### src/rtl/bp_sacc_he_pkg.sv
// Shared definitions for the sacc HE encryption path.
// Holds the sequencer state type, the packed coefficient tuple layout and the
// ring constants, so the encryption core and its sequencer agree on them.
package bp_sacc_he_pkg;

    localparam int he_logq_p = 30;
    localparam int he_logn_p = 12;
    localparam int he_n_p    = 4096;

    // q = 2^30 - 2^18 + 1 (NTT-friendly, q-1 divisible by 2N)
    localparam logic [29:0] he_q_p     = 30'd1073479681;
    // N_inv = q - (q-1)/N, i.e. N * N_inv == 1 (mod q)
    localparam logic [29:0] he_n_inv_p = 30'd1073217601;

    typedef enum logic [1:0] {
        e_seq_idle  = 2'd0,
        e_seq_run   = 2'd1,
        e_seq_drain = 2'd2,
        e_seq_done  = 2'd3
    } bp_sacc_he_seq_state_e;

    // Packed MSB-first, so the flat bus reads {pk1,pk0,me0,e1,u}
    typedef struct packed {
        logic [he_logq_p-1:0] pk1;
        logic [he_logq_p-1:0] pk0;
        logic [he_logq_p-1:0] me0;
        logic [he_logq_p-1:0] e1;
        logic [he_logq_p-1:0] u;
    } bp_sacc_he_tuple_s;

    // ceil(log2(n)), but never below 1 so degenerate sizes still get a bit
    function automatic int safe_clog2(input int n);
        return (n <= 1) ? 1 : $clog2(n);
    endfunction

endpackage

### src/rtl/bp_sacc_he_enc_sequencer_fifo.sv
// Two-entry FIFO holding coefficient tuples between the SPM read return and
// the encryption core.
// Ports:
//   clk_i, reset_ni  clock, asynchronous active-low reset
//   enq_i, data_i    write one entry (caller guarantees not full)
//   deq_i            pop the head (caller guarantees not empty)
//   data_o           head entry
//   count_o          occupancy, 0..2
module bp_sacc_he_enc_sequencer_fifo #(
    parameter int width_p = 150
) (
    input  logic               clk_i,
    input  logic               reset_ni,
    input  logic               enq_i,
    input  logic [width_p-1:0] data_i,
    input  logic               deq_i,
    output logic [width_p-1:0] data_o,
    output logic [1:0]         count_o
);

    logic [1:0][width_p-1:0] mem_q, mem_d;
    logic                    wr_ptr_q, wr_ptr_d;
    logic                    rd_ptr_q, rd_ptr_d;
    logic [1:0]              count_q, count_d;

    always_comb begin
        mem_d    = mem_q;
        wr_ptr_d = wr_ptr_q;
        rd_ptr_d = rd_ptr_q;
        count_d  = count_q + {1'b0, enq_i} - {1'b0, deq_i};
        if (enq_i) begin
            mem_d[wr_ptr_q] = data_i;
            wr_ptr_d        = !wr_ptr_q;
        end
        if (deq_i) begin
            rd_ptr_d = !rd_ptr_q;
        end
    end

    always_ff @(posedge clk_i or negedge reset_ni) begin
        if (!reset_ni) begin
            mem_q    <= '0;
            wr_ptr_q <= 1'b0;
            rd_ptr_q <= 1'b0;
            count_q  <= 2'd0;
        end else begin
            mem_q    <= mem_d;
            wr_ptr_q <= wr_ptr_d;
            rd_ptr_q <= rd_ptr_d;
            count_q  <= count_d;
        end
    end

    assign data_o  = mem_q[rd_ptr_q];
    assign count_o = count_q;

    // Upstream credit accounting must make these unreachable
    a_no_enq_full : assert property (@(posedge clk_i) disable iff (!reset_ni)
        !(enq_i && (count_q == 2'd2)));
    a_no_deq_empty : assert property (@(posedge clk_i) disable iff (!reset_ni)
        !(deq_i && (count_q == 2'd0)));

endmodule

### src/rtl/bp_sacc_he_enc_sequencer.sv
// Sequencer for one polynomial encryption pass of the sacc HE core.
// Reads len coefficient tuples from the input SPMs, streams them into the
// core over valid/ready, writes {cipher1,cipher0} back to the result SPM and
// raises a sticky done flag for the CSR block.
// Ports:
//   start_i/len_i/clear_i      CSR control; busy_o/done_o/err_o status
//   rd_v_o/rd_addr_o/rd_data_i input SPM read (data one cycle after strobe)
//   core_v_o/core_data_o/core_ready_i        tuple stream into the core
//   core_out_v_i/cipher*_i/core_out_ready_o  result stream from the core
//   wr_v_o/wr_addr_o/wr_data_o               result SPM write
//
// state | meaning
// IDLE  | waiting for start_i; len==0 jumps straight to DONE
// RUN   | issuing reads and feeding the core; results may already return
// DRAIN | all tuples delivered, waiting for the remaining results
// DONE  | one cycle; sets the sticky done flag, then back to IDLE
module bp_sacc_he_enc_sequencer
    import bp_sacc_he_pkg::*;
#(
    parameter int  coef_width_p  = he_logq_p,
    parameter int  els_p         = he_n_p,
    localparam int addr_width_lp = safe_clog2(els_p),
    localparam int len_width_lp  = safe_clog2(els_p + 1)
) (
    input  logic                      clk_i,
    input  logic                      reset_ni,
    input  logic                      start_i,
    input  logic [len_width_lp-1:0]   len_i,
    input  logic                      clear_i,
    output logic                      busy_o,
    output logic                      done_o,
    output logic                      err_o,
    output logic                      rd_v_o,
    output logic [addr_width_lp-1:0]  rd_addr_o,
    input  logic [5*coef_width_p-1:0] rd_data_i,
    output logic                      core_v_o,
    output logic [5*coef_width_p-1:0] core_data_o,
    input  logic                      core_ready_i,
    input  logic                      core_out_v_i,
    input  logic [coef_width_p-1:0]   cipher0_i,
    input  logic [coef_width_p-1:0]   cipher1_i,
    output logic                      core_out_ready_o,
    output logic                      wr_v_o,
    output logic [addr_width_lp-1:0]  wr_addr_o,
    output logic [2*coef_width_p-1:0] wr_data_o
);

    localparam int tuple_width_lp = 5 * coef_width_p;
    localparam logic [len_width_lp-1:0] els_lp = len_width_lp'(els_p);

    bp_sacc_he_seq_state_e state_q, state_d;

    logic [len_width_lp-1:0]   len_q, len_d;
    logic [len_width_lp-1:0]   rd_idx_q, rd_idx_d;
    logic [len_width_lp-1:0]   wr_idx_q, wr_idx_d;
    logic                      inflight_q, inflight_d;
    logic                      done_q, done_d;
    logic                      err_q, err_d;

    logic [len_width_lp-1:0]   len_clamped;
    logic                      busy;
    logic                      fifo_empty, fifo_enq, fifo_deq;
    logic [1:0]                fifo_count;
    logic [tuple_width_lp-1:0] fifo_head;
    logic                      core_fire, rd_issue, wr_fire, out_unexpected;
    logic [2:0]                slots_used;

    assign busy       = (state_q == e_seq_run) || (state_q == e_seq_drain);
    assign fifo_empty = (fifo_count == 2'd0);

    // A returning read is offered to the core in the same cycle when the FIFO
    // is empty; it is only written into the FIFO if the core does not take it.
    // This gives first valid two cycles after start and keeps the held tuple
    // stable across a stall (it becomes the FIFO head).
    assign core_v_o    = !fifo_empty || inflight_q;
    assign core_data_o = !fifo_empty ? fifo_head : (inflight_q ? rd_data_i : '0);
    assign core_fire   = core_v_o && core_ready_i;
    assign fifo_deq    = core_fire && !fifo_empty;
    assign fifo_enq    = inflight_q && !(fifo_empty && core_ready_i);

    // Slots still committed after this cycle's hand-off; counting the
    // departing tuple lets reads issue back-to-back under continuous ready.
    assign slots_used = {1'b0, fifo_count} + {2'b00, inflight_q} - {2'b00, core_fire};
    assign rd_issue   = (state_q == e_seq_run) && (rd_idx_q < len_q) && (slots_used < 3'd2);

    assign out_unexpected = core_out_v_i && (!busy || (wr_idx_q == len_q));
    assign wr_fire        = core_out_v_i && busy && (wr_idx_q != len_q);

    assign len_clamped = (len_i > els_lp) ? els_lp : len_i;

    always_comb begin
        state_d    = state_q;
        len_d      = len_q;
        rd_idx_d   = rd_idx_q;
        wr_idx_d   = wr_idx_q;
        inflight_d = rd_issue;
        done_d     = done_q;
        err_d      = err_q;

        if (clear_i) begin
            done_d = 1'b0;
            err_d  = 1'b0;
        end
        if (out_unexpected) begin
            err_d = 1'b1;
        end
        if (rd_issue) begin
            rd_idx_d = rd_idx_q + len_width_lp'(1);
        end
        if (wr_fire) begin
            wr_idx_d = wr_idx_q + len_width_lp'(1);
        end

        case (state_q)
            e_seq_idle: begin
                if (start_i) begin
                    len_d    = len_clamped;
                    rd_idx_d = '0;
                    wr_idx_d = '0;
                    done_d   = 1'b0;
                    state_d  = (len_clamped == '0) ? e_seq_done : e_seq_run;
                end
            end
            e_seq_run: begin
                if ((rd_idx_q == len_q) && !inflight_q && fifo_empty) begin
                    state_d = e_seq_drain;
                end
            end
            e_seq_drain: begin
                if (wr_idx_q == len_q) begin
                    state_d = e_seq_done;
                end
            end
            e_seq_done: begin
                done_d  = 1'b1;
                state_d = e_seq_idle;
            end
            default: begin
                state_d = e_seq_idle;
            end
        endcase
    end

    always_ff @(posedge clk_i or negedge reset_ni) begin
        if (!reset_ni) begin
            state_q    <= e_seq_idle;
            len_q      <= '0;
            rd_idx_q   <= '0;
            wr_idx_q   <= '0;
            inflight_q <= 1'b0;
            done_q     <= 1'b0;
            err_q      <= 1'b0;
        end else begin
            state_q    <= state_d;
            len_q      <= len_d;
            rd_idx_q   <= rd_idx_d;
            wr_idx_q   <= wr_idx_d;
            inflight_q <= inflight_d;
            done_q     <= done_d;
            err_q      <= err_d;
        end
    end

    bp_sacc_he_enc_sequencer_fifo #(
        .width_p (tuple_width_lp)
    ) u_fifo (
        .clk_i    (clk_i),
        .reset_ni (reset_ni),
        .enq_i    (fifo_enq),
        .data_i   (rd_data_i),
        .deq_i    (fifo_deq),
        .data_o   (fifo_head),
        .count_o  (fifo_count)
    );

    assign busy_o           = busy;
    assign done_o           = done_q;
    assign err_o            = err_q;
    assign rd_v_o           = rd_issue;
    assign rd_addr_o        = rd_idx_q[addr_width_lp-1:0];
    assign core_out_ready_o = busy;
    assign wr_v_o           = wr_fire;
    assign wr_addr_o        = wr_idx_q[addr_width_lp-1:0];
    assign wr_data_o        = wr_fire ? {cipher1_i, cipher0_i} : '0;

endmodule

### config.mk
export PLATFORM = sky130hd
export DESIGN_NAME = bp_sacc_he_enc_sequencer
export DESIGN_NICKNAME = d
export VERILOG_FILES = /design/src/rtl/bp_sacc_he_pkg.sv /design/src/rtl/bp_sacc_he_enc_sequencer_fifo.sv /design/src/rtl/bp_sacc_he_enc_sequencer.sv
export SDC_FILE = /design/constraint.sdc
export NUM_CORES = 1
export LEC_CHECK = 0
export ABC_AREA = 1
export CORE_MARGIN = 2
export CORE_UTILIZATION = 47
export DETAILED_ROUTE_END_ITERATION = 16
export PLACE_DENSITY_LB_ADDON = 0.08
export SYNTH_ARGS = -nofsm -noshare
export SYNTH_HDL_FRONTEND = slang
export SYNTH_SLANG_ARGS = --single-unit
### constraint.sdc
create_clock -name clk_i -period 4.6 [get_ports clk_i]
set_input_delay 0.69 -clock clk_i [delete_from_list [all_inputs] [get_ports clk_i]]
set_output_delay 0.69 -clock clk_i [all_outputs]
set_load 0.005 [all_outputs]
Yosys cells after proc, flatten, opt, wreduce, memory -nomap -nowiden
Index checks and enable logic that the tools add are counted.
W data, S select, Z words.
- flip-flop bits (word level): 348
- input port bits: 229
- output and inout port bits: 241
- word-level logic and storage cells: 85
- add/sub/neg operators: 6
- magnitude comparators: 6
- eq/ne operators: 9
- mux-type cells: 25
- reductions and logical operators: 27
- operators with widths (operator ; number):
    $mux W150 ; 5
    $bwmux W300 ; 1
    $demux W150 S1 ; 1
    $mux W13 ; 7
    $mux W60 ; 1
    $add A13 B1 Y13 const B ; 2
    $eq A13 B13 Y1 ; 2
    $gt A13 B13 Y1 const B ; 1
    $logic_not A13 Y1 ; 1
    $lt A13 B13 Y1 ; 1
    $ne A13 B13 Y1 ; 1
    $logic_and A1 B1 Y1 ; 12
    $mux W2 ; 4
    $pmux W2 S4 ; 1
    $logic_not A1 Y1 ; 6
    $eq A2 B2 Y1 const B ; 2
    $logic_not A2 Y1 ; 2
    $lt A1 B2 Y1 const B ; 2
    $mux W1 ; 4
    $ne A2 B1 Y1 const B ; 2
    $add A2 B1 Y3 ; 1
    $logic_or A1 B1 Y1 ; 3
    $lt A3 B2 Y1 const B ; 1
    $reduce_and A3 Y1 ; 1
    9 further kinds ; 9

Logic depth before layout (Yosys ltp)
- word-level depth: 10
- mapped depth: 18
- mapped depth without buffers: 18

Modules after synthesis
Synthesis repeated with hierarchy kept, for this count alone.
- cell total of the unflattened synthesis: 2745
- area total of the unflattened synthesis: 19498.7 µm²
- by module, submodules not included (module ; times used ; cells each ; area an instance (µm²) ; sequential area each (µm²)):
    bp_sacc_he_enc_sequencer_fifo ; 1 ; 1621 ; 13596.8 ; 7607.3
    bp_sacc_he_enc_sequencer ; 1 ; 1124 ; 5901.9 ; 1101.1

Worst setup path after synthesis
No wires, ideal clock.
- path kind: input -> output
- from: in core_ready_i
- to: out rd_v_o
- arrival time: 2.217 ns
- required time: 3.910 ns
- setup slack: 1.693 ns
- stages: 13
- buffers on the path: 0
- path through: inv_1 nor2_1 ha_1 inv_1 nand2_1 fa_1 inv_1 nor2_1 nor2_1 nand2_1 inv_1 nand3_1 inv_1
- cells in the longest elaborated chain, start to end: 4
- RTL lines (what ; RTL line ; text):
    from (decl) ; bp_sacc_he_enc_sequencer.sv:38 ; input logic core_ready_i,
    $logic_and A1 B1 Y1 ; bp_sacc_he_enc_sequencer.sv:77 ; assign core_fire = core_v_o && core_ready_i;
    $sub A3 B1 Y3 ; bp_sacc_he_enc_sequencer.sv:83 ; assign slots_used = {1'b0, fifo_count} + {2'b00, inflight_q} - {2'b00, core_fire};
    $lt A3 B2 Y1 ; bp_sacc_he_enc_sequencer.sv:84 ; assign rd_issue = (state_q == e_seq_run) && (rd_idx_q < len_q) && (slots_used < 3'd2);
    $logic_and A1 B1 Y1 ; bp_sacc_he_enc_sequencer.sv:84 ;
    to (decl) ; bp_sacc_he_enc_sequencer.sv:33 ; output logic rd_v_o,
No other way between the ends.

Final worst setup path
- from: reg u_fifo.count_q[1], in the netlist u_fifo.count_o[1]
- to: out core_data_o[33]
- cells in the longest elaborated chain, start to end: 2
- RTL lines (what ; RTL line ; text):
    from (decl) ; bp_sacc_he_enc_sequencer_fifo.sv:24 ; logic [1:0] count_q, count_d;
    from (signal assigned) ; bp_sacc_he_enc_sequencer_fifo.sv:50 ; count_q <= count_d;
    $logic_not A2 Y1 ; bp_sacc_he_enc_sequencer.sv:69 ; assign fifo_empty = (fifo_count == 2'd0);
    $mux W150 ; bp_sacc_he_enc_sequencer.sv:76 ; assign core_data_o = !fifo_empty ? fifo_head : (inflight_q ? rd_data_i : '0);
    to (decl) ; bp_sacc_he_enc_sequencer.sv:37 ; output logic [5*coef_width_p-1:0] core_data_o,
No other way between the ends.

==> key figures <==
Critical path
  • R2R depth: 10
  • Worst path required time: 3.91 ns
  • Critical R2R Capture: u_fifo.mem_q[104]
  • R2R Setup Slk: 1.56 ns
  • Worst Path Arrival: 3.69 ns
  • R2r startpoint: u_fifo.count_o[1]
  • CP max-delay cell: buf_4
  • Most frequent CP cell: buf_4
  • CP Class: reg -> out
  • Crit-path cells: inv_2 > nand2_4 > buf_4 > buf_4 > o21ai_0 > o22ai_1 > clkdlybuf4s50_1
  • CP max stage delay: 0.78 ns
  • Startpoint Class: flop
  • Critical Path Fanout Max: 89
  • Critical path endpoint category: output pin

GRT
  • Vias in the first global route: 16200
  • GRT overflow: 0
  • First-pass GRT wire length: 88400 microns
  • Initial antenna violation count: 4
  • Gr usage total: 0.271
  • Largest net degree at the start of global routing: 117

Finish
  • Most common cell after layout, fill and taps aside: clkdlybuf4s50_1
  • Nets: 2877
  • Fill count: 3332
  • Layout cells sized above 1: 0.0904
  • Area Growth Syn to Fin: 33.1%
  • Commonest cells after routing, fill and taps aside: clkdlybuf4s50_1 (468), nand2_1 (443), dfrtp_1 (347), o21ai_0 (320)

STA
  • Minimum clock period: 4.38 ns
  • RSZ-0062 raised after global routing: false
  • Hold Vio Cnt, Final: 0
  • Final Max Tran Viols: 0
  • Slew @ Worst Pin: 1.06 ns
  • Fmax: 229 MHz
  • Hold slack: 0.169 ns
  • Total negative slack: 0 ns
  • # setup viols final: 0
  • Final period util: 0.951
  • Worst Clk Skew: 0.0120 ns
  • Relative slew slack: 0.296

Detailed routing
  • Vias post-DR: 16600
  • Drt wl/cell: 17.4 microns
  • TritonRoute pass-1 iters: 5
  • Post-route DRC: 0
  • DRT antenna net count: 0
  • DR iter-0 viols: 1315
  • Drt via density: 5.21
  • WL final: 55300 microns

Die
  • Core ar.: 0.0384 sq mm
  • Initial Util: 0.473
  • Die Width: 201 microns
  • Die Y: 201 microns
  • Site row count: 72
  • DIE AREA: 0.0402 sq mm
  • IO Count: 470

Synth
  • Sequential area share after synthesis: 0.480
  • Unique masters post-synth: 30
  • Post-Synthesis Cells: 2258
  • Netlist Area Pre-Place: 0.0182 sq mm
  • Register bit total from synthesis: 348
  • Ys Warns: 0
  • Avg Cell Area, Syn: 8.04 sq um
  • Syn nets: 2510

Run status
  • Outcome: finished clean

Clock tree
  • Cts hold-fix bufs: 0
  • Post-CTS sizing: 0
  • CTS tree: built
  • Root Driver: clkbuf_16
  • CTS H-tree depth: 2
  • CTS sink cnt: 348
  • Setup Buffers After CTS: 0
  • Skew-Pair Late Insertion Delay: 0.54 ns
  • Max clock buf depth: 3
  • CTS clock-pin slew for the worst setup and hold paths: 0.06 ns
  • CTS buffer count: 39

Hold path
  • Worst hold path class: in -> async

Power and ir drop
  • Leakage: 11.5 nW
  • PwrDens: 732 mW/mm^2
  • Peak supply drop: 398 uV

Placed design
  • RD Place Congestion: 0.903
  • PortBufs: 469
  • DP HPWL: 36800 microns

Job
  • Max Cap Viol: 0
worst max-delay path: cells and delay by family, from the launching register on:
kind	cells	cell delay, ns
AO/OA/AOI/OAI	2	0.55
buffers and inverters	4	1.95
flip-flops	1	0.45
AND/OR/NAND/NOR	1	0.06
area by class of cell:
| class | count | area, sq um | area share |
|---|---|---|---|
| Clock inverter | 17 | 225 | 0.00932 |
| Antenna cell | 4 | 10.0 | 0.000414 |
| Inverter | 285 | 1070 | 0.0444 |
| Timing Repair Buffer | 496 | 5040 | 0.209 |
| Sequential cell | 348 | 8710 | 0.360 |
| Clock buffer | 53 | 1090 | 0.0451 |
| Multi-Input combinational cell | 1455 | 7370 | 0.305 |
| Tap cell | 518 | 648 | 0.0268 |
cell usage after synthesis:
cell type | n | area (sq um)
o21ai_0 | 320 | 1600
o211ai_1 | 1 | 7.51
inv_2 | 3 | 11.3
nand3_1 | 39 | 195
nand4_1 | 8 | 50.1
nor3b_1 | 1 | 7.51
clkinv_1 | 2 | 7.51
nand2_2 | 1 | 6.26
a21oi_1 | 13 | 65.1
o21ai_2 | 141 | 1230
inv_1 | 280 | 1050
nor4_1 | 2 | 12.5
nor2_1 | 280 | 1050
o21ai_1 | 10 | 50.1
buf_6 | 33 | 372
dfrtp_1 | 348 | 8710
nor3_1 | 3 | 15.0
nand2_4 | 1 | 11.3
xor2_1 | 10 | 87.6
o21bai_1 | 1 | 7.51
clkbuf_1 | 72 | 270
ha_1 | 22 | 275
buf_4 | 26 | 195
or2_1 | 1 | 6.26
buf_2 | 34 | 170
xnor2_1 | 4 | 35.0
buf_1 | 5 | 18.8
fa_1 | 1 | 20.0
nand2_1 | 445 | 1670
o22ai_1 | 151 | 945
worst max path at each step:
stage                       from  slack, ns  cells after the start              end
3_5_place_dp        core_ready_i       0.58                     15           rd_v_o
3_3_place_gp        core_ready_i       0.63                     15           rd_v_o
2_1_floorplan       core_ready_i       1.69                     13           rd_v_o
5_1_grt        u_fifo.count_o[1]       0.01                      7  core_data_o[33]
4_1_cts        u_fifo.count_o[1]       0.19                      7  core_data_o[33]
6_report       u_fifo.count_o[1]       0.22                      7  core_data_o[33]
per-layer routing:
layer / wire length, microns / GRT usage / part of all wire / up-vias
met5: 13 / 0 / 0.00024 / -
met4: 1830 / 0.0963 / 0.033 / 2
met3: 4120 / 0.0607 / 0.075 / 97
met2: 25900 / 0.434 / 0.47 / 594
met1: 23400 / 0.363 / 0.42 / 7841
li1: - / - / - / 8023
per-stage QoR:
step	instance area, sq um	worst slack, ns	std cells	power [W]	utilization
6_report	24200	0.224	3176	0.0177	0.630
5_1_grt	24200	0.0107	3175	0.0190	0.630
4_1_cts	24200	0.187	3172	0.0178	0.630
3_5_place_dp	22800	0.576	3102	0.0145	0.595
3_3_place_gp	22800	0.628	3102	0.0143	0.595
2_1_floorplan	18200	1.69	2258	0.0102	-
sequential cells by signal (all words and copies together) (netlist names):
register / cells
done_o: 1
err_o: 1
inflight_q: 1
len_q: 13
rd_idx_q: 13
state_q: 2
u_fifo.count_o: 2
u_fifo.mem_q: 300
u_fifo.rd_ptr_q: 1
u_fifo.wr_ptr_q: 1
wr_idx_q: 13
logic make-up (layout without fill, tap and decap cells):
| kind of cell | after synthesis | in the layout | share of synthesized area |
|---|---|---|---|
| AND/OR/NAND/NOR | 781 | 781 | 0.167 |
| AO/OA/AOI/OAI | 637 | 637 | 0.215 |
| buffers and inverters | 455 | 851 | 0.115 |
| flip-flops | 348 | 348 | 0.480 |
| adder cells (fa/ha/maj) | 23 | 23 | 0.0163 |
| XOR/XNOR | 14 | 14 | 0.00675 |
| other | 0 | 4 | 0 |
report_power, final:
group          switching [W]  internal (W)  leakage, nW
clock                0.00126       0.00195        0.654
combinational        0.00467       0.00447         6.45
sequential          0.000875       0.00447         4.41
Power figures use the tool's default switching activity.
